==> src/rtl/motor_pid_ctrl_if.sv <==
// Sample/gain/duty bundle between the RPM measurement stage, the PID
// controller and the PWM stage.
interface motor_pid_ctrl_if #(
  parameter int DUTY_WIDTH = 12
);
  logic                  enable_i;
  logic                  rpm_valid_i;
  logic [31:0]           rpm_data_i;
  logic [15:0]           target_rpm_i;
  logic [15:0]           kp_i;
  logic [15:0]           ki_i;
  logic [15:0]           kd_i;
  logic                  busy_o;
  logic                  duty_valid_o;
  logic [DUTY_WIDTH-1:0] duty_o;

  modport master (
    output enable_i, rpm_valid_i, rpm_data_i, target_rpm_i, kp_i, ki_i, kd_i,
    input  busy_o, duty_valid_o, duty_o
  );

  modport slave (
    input  enable_i, rpm_valid_i, rpm_data_i, target_rpm_i, kp_i, ki_i, kd_i,
    output busy_o, duty_valid_o, duty_o
  );
endinterface

==> src/rtl/motor_pid_ctrl.sv <==
// Sequential PID speed controller: one sample in, three multiply-accumulate
// steps on a shared multiplier, one saturated duty word out.
module motor_pid_ctrl #(
  parameter int DUTY_WIDTH = 12,
  parameter int FRAC_BITS  = 8,
  parameter int INT_LIMIT  = 1048576
) (
  input logic             clk,
  input logic             rstn,
  motor_pid_ctrl_if.slave pid
);
  localparam logic [2:0] S_IDLE  = 3'd0;
  localparam logic [2:0] S_ERR   = 3'd1;
  localparam logic [2:0] S_MUL_P = 3'd2;
  localparam logic [2:0] S_MUL_I = 3'd3;
  localparam logic [2:0] S_MUL_D = 3'd4;
  localparam logic [2:0] S_OUT   = 3'd5;

  localparam logic signed [51:0] DUTY_MAX_S = 52'((64'd1 << DUTY_WIDTH) - 64'd1);
  localparam logic signed [32:0] INT_HI     = 33'(INT_LIMIT);
  localparam logic signed [32:0] INT_LO     = -INT_HI;

  logic [2:0]             state_reg, state_next;
  logic [15:0]            meas_reg, target_reg;
  logic [15:0]            gain_in  [3];
  logic [15:0]            gain_reg [3];
  logic signed [16:0]     e_reg, e_prev_reg;
  logic signed [17:0]     d_reg;
  logic signed [31:0]     int_reg;
  logic signed [51:0]     acc_reg;
  logic [DUTY_WIDTH-1:0]  duty_reg;
  logic                   duty_valid_reg;

  logic                   accept;
  logic [15:0]            meas_clip;
  logic signed [16:0]     e_now;
  logic signed [17:0]     d_now;
  logic signed [32:0]     int_sum;
  logic signed [31:0]     int_clamped;
  logic signed [16:0]     mul_a;
  logic signed [31:0]     mul_b;
  logic signed [48:0]     prod;
  logic signed [51:0]     y;
  logic [DUTY_WIDTH-1:0]  duty_sat;

  // OUT also accepts, so a strobe landing on the output edge starts the next update
  assign accept    = pid.enable_i && pid.rpm_valid_i &&
                     (state_reg == S_IDLE || state_reg == S_OUT);
  assign meas_clip = (pid.rpm_data_i > 32'd65535) ? 16'hFFFF : pid.rpm_data_i[15:0];

  assign gain_in[0] = pid.kp_i;
  assign gain_in[1] = pid.ki_i;
  assign gain_in[2] = pid.kd_i;

  genvar gi;
  generate
    for (gi = 0; gi < 3; gi++) begin : g_gain
      logic [15:0] gain_q;
      always_ff @(posedge clk or negedge rstn) begin
        if (!rstn)       gain_q <= '0;
        else if (accept) gain_q <= gain_in[gi];
      end
      assign gain_reg[gi] = gain_q;
    end
  endgenerate

  assign e_now   = $signed({1'b0, target_reg}) - $signed({1'b0, meas_reg});
  assign d_now   = 18'(e_now) - 18'(e_prev_reg);
  assign int_sum = 33'(int_reg) + 33'(e_now);

  always_comb begin
    int_clamped = int_sum[31:0];
    if (int_sum > INT_HI)      int_clamped = INT_HI[31:0];
    else if (int_sum < INT_LO) int_clamped = INT_LO[31:0];
  end

  always_comb begin
    mul_a = '0;
    mul_b = '0;
    case (state_reg)
      S_MUL_P: begin mul_a = $signed({1'b0, gain_reg[0]}); mul_b = 32'(e_reg); end
      S_MUL_I: begin mul_a = $signed({1'b0, gain_reg[1]}); mul_b = int_reg;    end
      S_MUL_D: begin mul_a = $signed({1'b0, gain_reg[2]}); mul_b = 32'(d_reg); end
      default: ;
    endcase
  end

  assign prod = 49'(mul_a) * 49'(mul_b);
  assign y    = acc_reg >>> FRAC_BITS;

  always_comb begin
    duty_sat = y[DUTY_WIDTH-1:0];
    if (y < 0)               duty_sat = '0;
    else if (y > DUTY_MAX_S) duty_sat = '1;
  end

  always_comb begin
    state_next = state_reg;
    case (state_reg)
      S_IDLE:  if (accept) state_next = S_ERR;
      S_ERR:   state_next = S_MUL_P;
      S_MUL_P: state_next = S_MUL_I;
      S_MUL_I: state_next = S_MUL_D;
      S_MUL_D: state_next = S_OUT;
      S_OUT:   state_next = accept ? S_ERR : S_IDLE;
      default: state_next = S_IDLE;
    endcase
    if (!pid.enable_i) state_next = S_IDLE;
  end

  always_ff @(posedge clk or negedge rstn) begin
    if (!rstn) begin
      state_reg      <= S_IDLE;
      meas_reg       <= '0;
      target_reg     <= '0;
      e_reg          <= '0;
      e_prev_reg     <= '0;
      d_reg          <= '0;
      int_reg        <= '0;
      acc_reg        <= '0;
      duty_reg       <= '0;
      duty_valid_reg <= 1'b0;
    end else begin
      state_reg      <= state_next;
      duty_valid_reg <= 1'b0;
      if (!pid.enable_i) begin
        // Disable aborts any update and returns the loop to its post-reset history
        int_reg    <= '0;
        e_prev_reg <= '0;
        acc_reg    <= '0;
        duty_reg   <= '0;
      end else begin
        if (accept) begin
          meas_reg   <= meas_clip;
          target_reg <= pid.target_rpm_i;
        end
        case (state_reg)
          S_ERR: begin
            e_reg      <= e_now;
            d_reg      <= d_now;
            int_reg    <= int_clamped;
            e_prev_reg <= e_now;
            acc_reg    <= '0;
          end
          S_MUL_P, S_MUL_I, S_MUL_D: acc_reg <= acc_reg + 52'(prod);
          S_OUT: begin
            duty_reg       <= duty_sat;
            duty_valid_reg <= 1'b1;
          end
          default: ;
        endcase
      end
    end
  end

  assign pid.busy_o       = (state_reg != S_IDLE);
  assign pid.duty_valid_o = duty_valid_reg;
  assign pid.duty_o       = duty_reg;
endmodule

==> src/flat_wrapper.sv <==
// flat-port wrapper written by rule: the top's interface ports become plain ports
module motor_pid_ctrl_flat 
#(
  parameter int DUTY_WIDTH = 12,
  parameter int FRAC_BITS  = 8,
  parameter int INT_LIMIT  = 1048576
)
  (clk, rstn, pid_enable_i, pid_rpm_valid_i, pid_rpm_data_i, pid_target_rpm_i, pid_kp_i, pid_ki_i, pid_kd_i, pid_busy_o, pid_duty_valid_o, pid_duty_o);
  motor_pid_ctrl_if #(.DUTY_WIDTH(DUTY_WIDTH)) pid_i ();
  input logic clk;
  input logic rstn;
  input wire logic [$bits(pid_i.enable_i)-1:0] pid_enable_i;
  input wire logic [$bits(pid_i.rpm_valid_i)-1:0] pid_rpm_valid_i;
  input wire logic [$bits(pid_i.rpm_data_i)-1:0] pid_rpm_data_i;
  input wire logic [$bits(pid_i.target_rpm_i)-1:0] pid_target_rpm_i;
  input wire logic [$bits(pid_i.kp_i)-1:0] pid_kp_i;
  input wire logic [$bits(pid_i.ki_i)-1:0] pid_ki_i;
  input wire logic [$bits(pid_i.kd_i)-1:0] pid_kd_i;
  output wire logic [$bits(pid_i.busy_o)-1:0] pid_busy_o;
  output wire logic [$bits(pid_i.duty_valid_o)-1:0] pid_duty_valid_o;
  output wire logic [$bits(pid_i.duty_o)-1:0] pid_duty_o;
  assign pid_i.enable_i = pid_enable_i;
  assign pid_i.rpm_valid_i = pid_rpm_valid_i;
  assign pid_i.rpm_data_i = pid_rpm_data_i;
  assign pid_i.target_rpm_i = pid_target_rpm_i;
  assign pid_i.kp_i = pid_kp_i;
  assign pid_i.ki_i = pid_ki_i;
  assign pid_i.kd_i = pid_kd_i;
  assign pid_busy_o = pid_i.busy_o;
  assign pid_duty_valid_o = pid_i.duty_valid_o;
  assign pid_duty_o = pid_i.duty_o;
  motor_pid_ctrl #(.DUTY_WIDTH(DUTY_WIDTH), .FRAC_BITS(FRAC_BITS), .INT_LIMIT(INT_LIMIT)) u_core (.clk(clk), .rstn(rstn), .pid(pid_i));
endmodule
==> config.mk <==
export PLATFORM = sky130hd
export DESIGN_NAME = motor_pid_ctrl_flat
export DESIGN_NICKNAME = d
export VERILOG_FILES = /design/src/rtl/motor_pid_ctrl_if.sv /design/src/rtl/motor_pid_ctrl.sv /design/src/flat_wrapper.sv
export SDC_FILE = /design/constraint.sdc
export NUM_CORES = 2
export LEC_CHECK = 0
export CAP_MARGIN = 15
export CORE_ASPECT_RATIO = 1.25
export CORE_MARGIN = 1
export CORE_UTILIZATION = 50
export DETAILED_ROUTE_END_ITERATION = 8
export PLACE_DENSITY = 0.7
export RECOVER_POWER = 50
export SLEW_MARGIN = 40
export SYNTH_ARGS = -nofsm -noshare
export SYNTH_HDL_FRONTEND = slang
export SYNTH_SLANG_ARGS = --single-unit
==> constraint.sdc <==
create_clock -name clk -period 17.08 [get_ports clk]
set_input_delay 3.416 -clock clk [delete_from_list [all_inputs] [get_ports clk]]
set_output_delay 3.416 -clock clk [all_outputs]
set_load 0.02 [all_outputs]
==> metrics.yaml <==
syn-cell-area_um2: 32730
gr-usage-met3_pct: 4.111
synth_edf_count: 0
p_per_area_nw_per_um2: 82.28
rsz0062_at_grt: "no"
violations: "max-capacitance violations, max-slew violations"
post_cts_buffers: 0
overflow: 0
cts_buffers: 26
yosysWarnings: 0
clkTransAtPathRegs_ps: 70
use_met2_pct: 46.84
min_from: "u_core.e_prev_reg[6]$_DFFE_PN0P_"
vias: 24860
fp.dieH_um: 288.1
fin_crit_sh_pct: 56.86
required_ps: 17540
synth_area_leaders: "fa_1 35%, dfrtp_1 18%, inv_1 9.2%, ha_1 7.2%, nand2_1 6.0%"
clockRootBuffer: "clkbuf_16"
synth.net_count: 4510
fin_cells: 4569
slowest_delay_ps: 600
dr.pass1.iters: 5
antenna_found_initial: 1
viasPerCell: 5.441
htree_levels: 1
cts_tree: "yes"
tightest_slew_ps: 3666
crit_top_cell: "fa_1"
crit_slowest_cell: "o21a_1"
place_congestion: 0.9794
postSynthCellCount: 3654
r2r_cells: 29
yosysSeqAreaShare_pct: 17.74
grt_pass1_wl_mm: 141.7
reg2reg_to: "u_core.acc_reg[50]$_DFFE_PN0P_"
ys_ff_latch: 232
cts_max_path_buffers: 3
critical_path.max_fanout: 44
wirelength_mm: 86.29
worstHoldEndpoint: "u_core.e_prev_reg[6]$_DFFE_PN0P_"
skew_ps: 13.74
area_growth_pct: 9.270
ir_drop_mv: 0.1091
placed_cells: 4521
drive_gt1_share_pct: 5.995
clkSinkCount: 232
outcome: "finished with violations"
synth_most_common_cell: "inv_1"
synthArstFlopShare_pct: 100.0
max_freq_mhz: 103.0
grt_use_total_pct: 27.35
synth.avg_cell_area_um2: 8.958
slew_violations: 300
period_minus_slack_ps: 9712
grt_max_degree: 71
cts_resized: 0
core_um2: 64540
initial_core_util_pct: 50.72
top_usage_layer: "met2"
worstSetupPathType: "reg -> reg"
yosysTopAreaCellShare_pct: 34.74
drtIter0Drc: 1666
setup_violations: 0
cts_hold_buf: 0
dp_hpwl_mm: 70.41
worstSetupStartpointType: "flop"
die-width_um: 230.9
clock_latency_ps: 600
largest_reg_flops: 52
grt_pass1_vias: 26590
hp-class: "reg -> reg"
crit_arrival_ps: 10170
holdPathStages: 2
fp.dieArea_um2: 66500
hold_viol: 0
nets: 4557
pin_count: 114
reg2reg_setup_slack_ps: 7370
drcViolationCount: 0
grtUsageMet1_pct: 35.30
ys.flop_type: "dfrtp_1"
wl_per_cell_um: 18.89
cap_viol_max_count: 6
fin_tns_setup_ps: 0
port_buffers: 113
leakage_uw: 0.01817
ant_nets: 0
synth_common_cells: "799 x inv_1, 568 x fa_1, 519 x nand2_1"
r2r_start: "u_core.state_reg[0]$_DFFE_PN0P_"
synth.distinct_cells: 79
end_kind: "flop"
rows: 104
yosys.area.top_type: "fa_1"
slew_headroom_pct: -144.4
cells by family after synthesis:
logic type / Yosys count / synth area share, %
simple gates: 995 / 12.83
buf+inv: 936 / 10.76
fa+ha+maj: 756 / 41.93
compound gates: 537 / 10.82
flops: 232 / 17.74
mux: 102 / 3.368
xor+xnor: 96 / 2.569
critical path, delay by kind of cell (launching register included):
kind / cells / cell delay (ps)
xor+xnor: 1 / 130
compound gates: 9 / 3280
flops: 1 / 340
fa+ha+maj: 7 / 3470
simple gates: 5 / 1050
buf+inv: 7 / 1270
cell type report:
class | instances | area (um2)
diodes | 1 | 2.502
clock buffers | 36 | 728.2
clock inverters | 11 | 166.4
fillers | 5953 | 28780
inverters | 799 | 2999
multi-input cells | 2486 | 23560
flip-flops and latches | 232 | 5807
well taps | 848 | 1061
repair buffers | 156 | 1448
worst max path at each step:
| stage | cells after the start | end | slack (ps) | from |
|---|---|---|---|---|
| detailed placement | 29 | u_core.acc_reg[46]$_DFFE_PN0P_ | 7500 | u_core.state_reg[0]$_DFFE_PN0P_ |
| finish | 29 | u_core.acc_reg[50]$_DFFE_PN0P_ | 7370 | u_core.state_reg[0]$_DFFE_PN0P_ |
| global route | 3 | u_core.d_reg[2]$_DFFE_PN0P_ | 6430 | rstn |
| CTS | 29 | u_core.acc_reg[50]$_DFFE_PN0P_ | 7460 | u_core.state_reg[0]$_DFFE_PN0P_ |
| floorplan | 32 | u_core.acc_reg[44]$_DFFE_PN0P_ | 8990 | u_core.state_reg[2]$_DFFE_PN0P_ |
| global placement | 29 | u_core.acc_reg[50]$_DFFE_PN0P_ | 7680 | u_core.state_reg[0]$_DFFE_PN0P_ |
per-stage QoR:
step                      hold WS (ps)  setup WS [ps]  cell area [um2]  total power, uW  utilization, %
after detailed placement         463.0           7503            34940             2335           54.13
after CTS                        478.6           7462            35830             2951           55.52
after floorplan                  438.7           8992            32730             1864               -
after global placement           458.8           7682            34780             2301           53.89
after global routing             499.0           6426            35760             3160           55.41
final                            474.9           7368            35770             2943           55.42
layer usage:
| layer | wire, um | part of all wire [%] |
|---|---|---|
| met1 | 34810 | 40 |
| met4 | 3331 | 3.9 |
| met3 | 5952 | 6.9 |
| met2 | 42200 | 49 |
| met5 | 0 | 0 |
layout by cell type, fill, tap and decap left out, drive strengths merged, types with 65 or more instances in the layout:
cell type      instances
inv                  800
o21ai                161
ha                   188
a21oi                112
nor2                 304
clkdlybuf4s50        111
mux2                  65
a21o                  78
fa                   568
nand2                519
dfrtp                232
power by group:
part,switching (uW),internal (uW)
sequential,104,664
clock,255,345
combinational,974,601
total,1330,1610
Power figures use the tool's default switching activity.
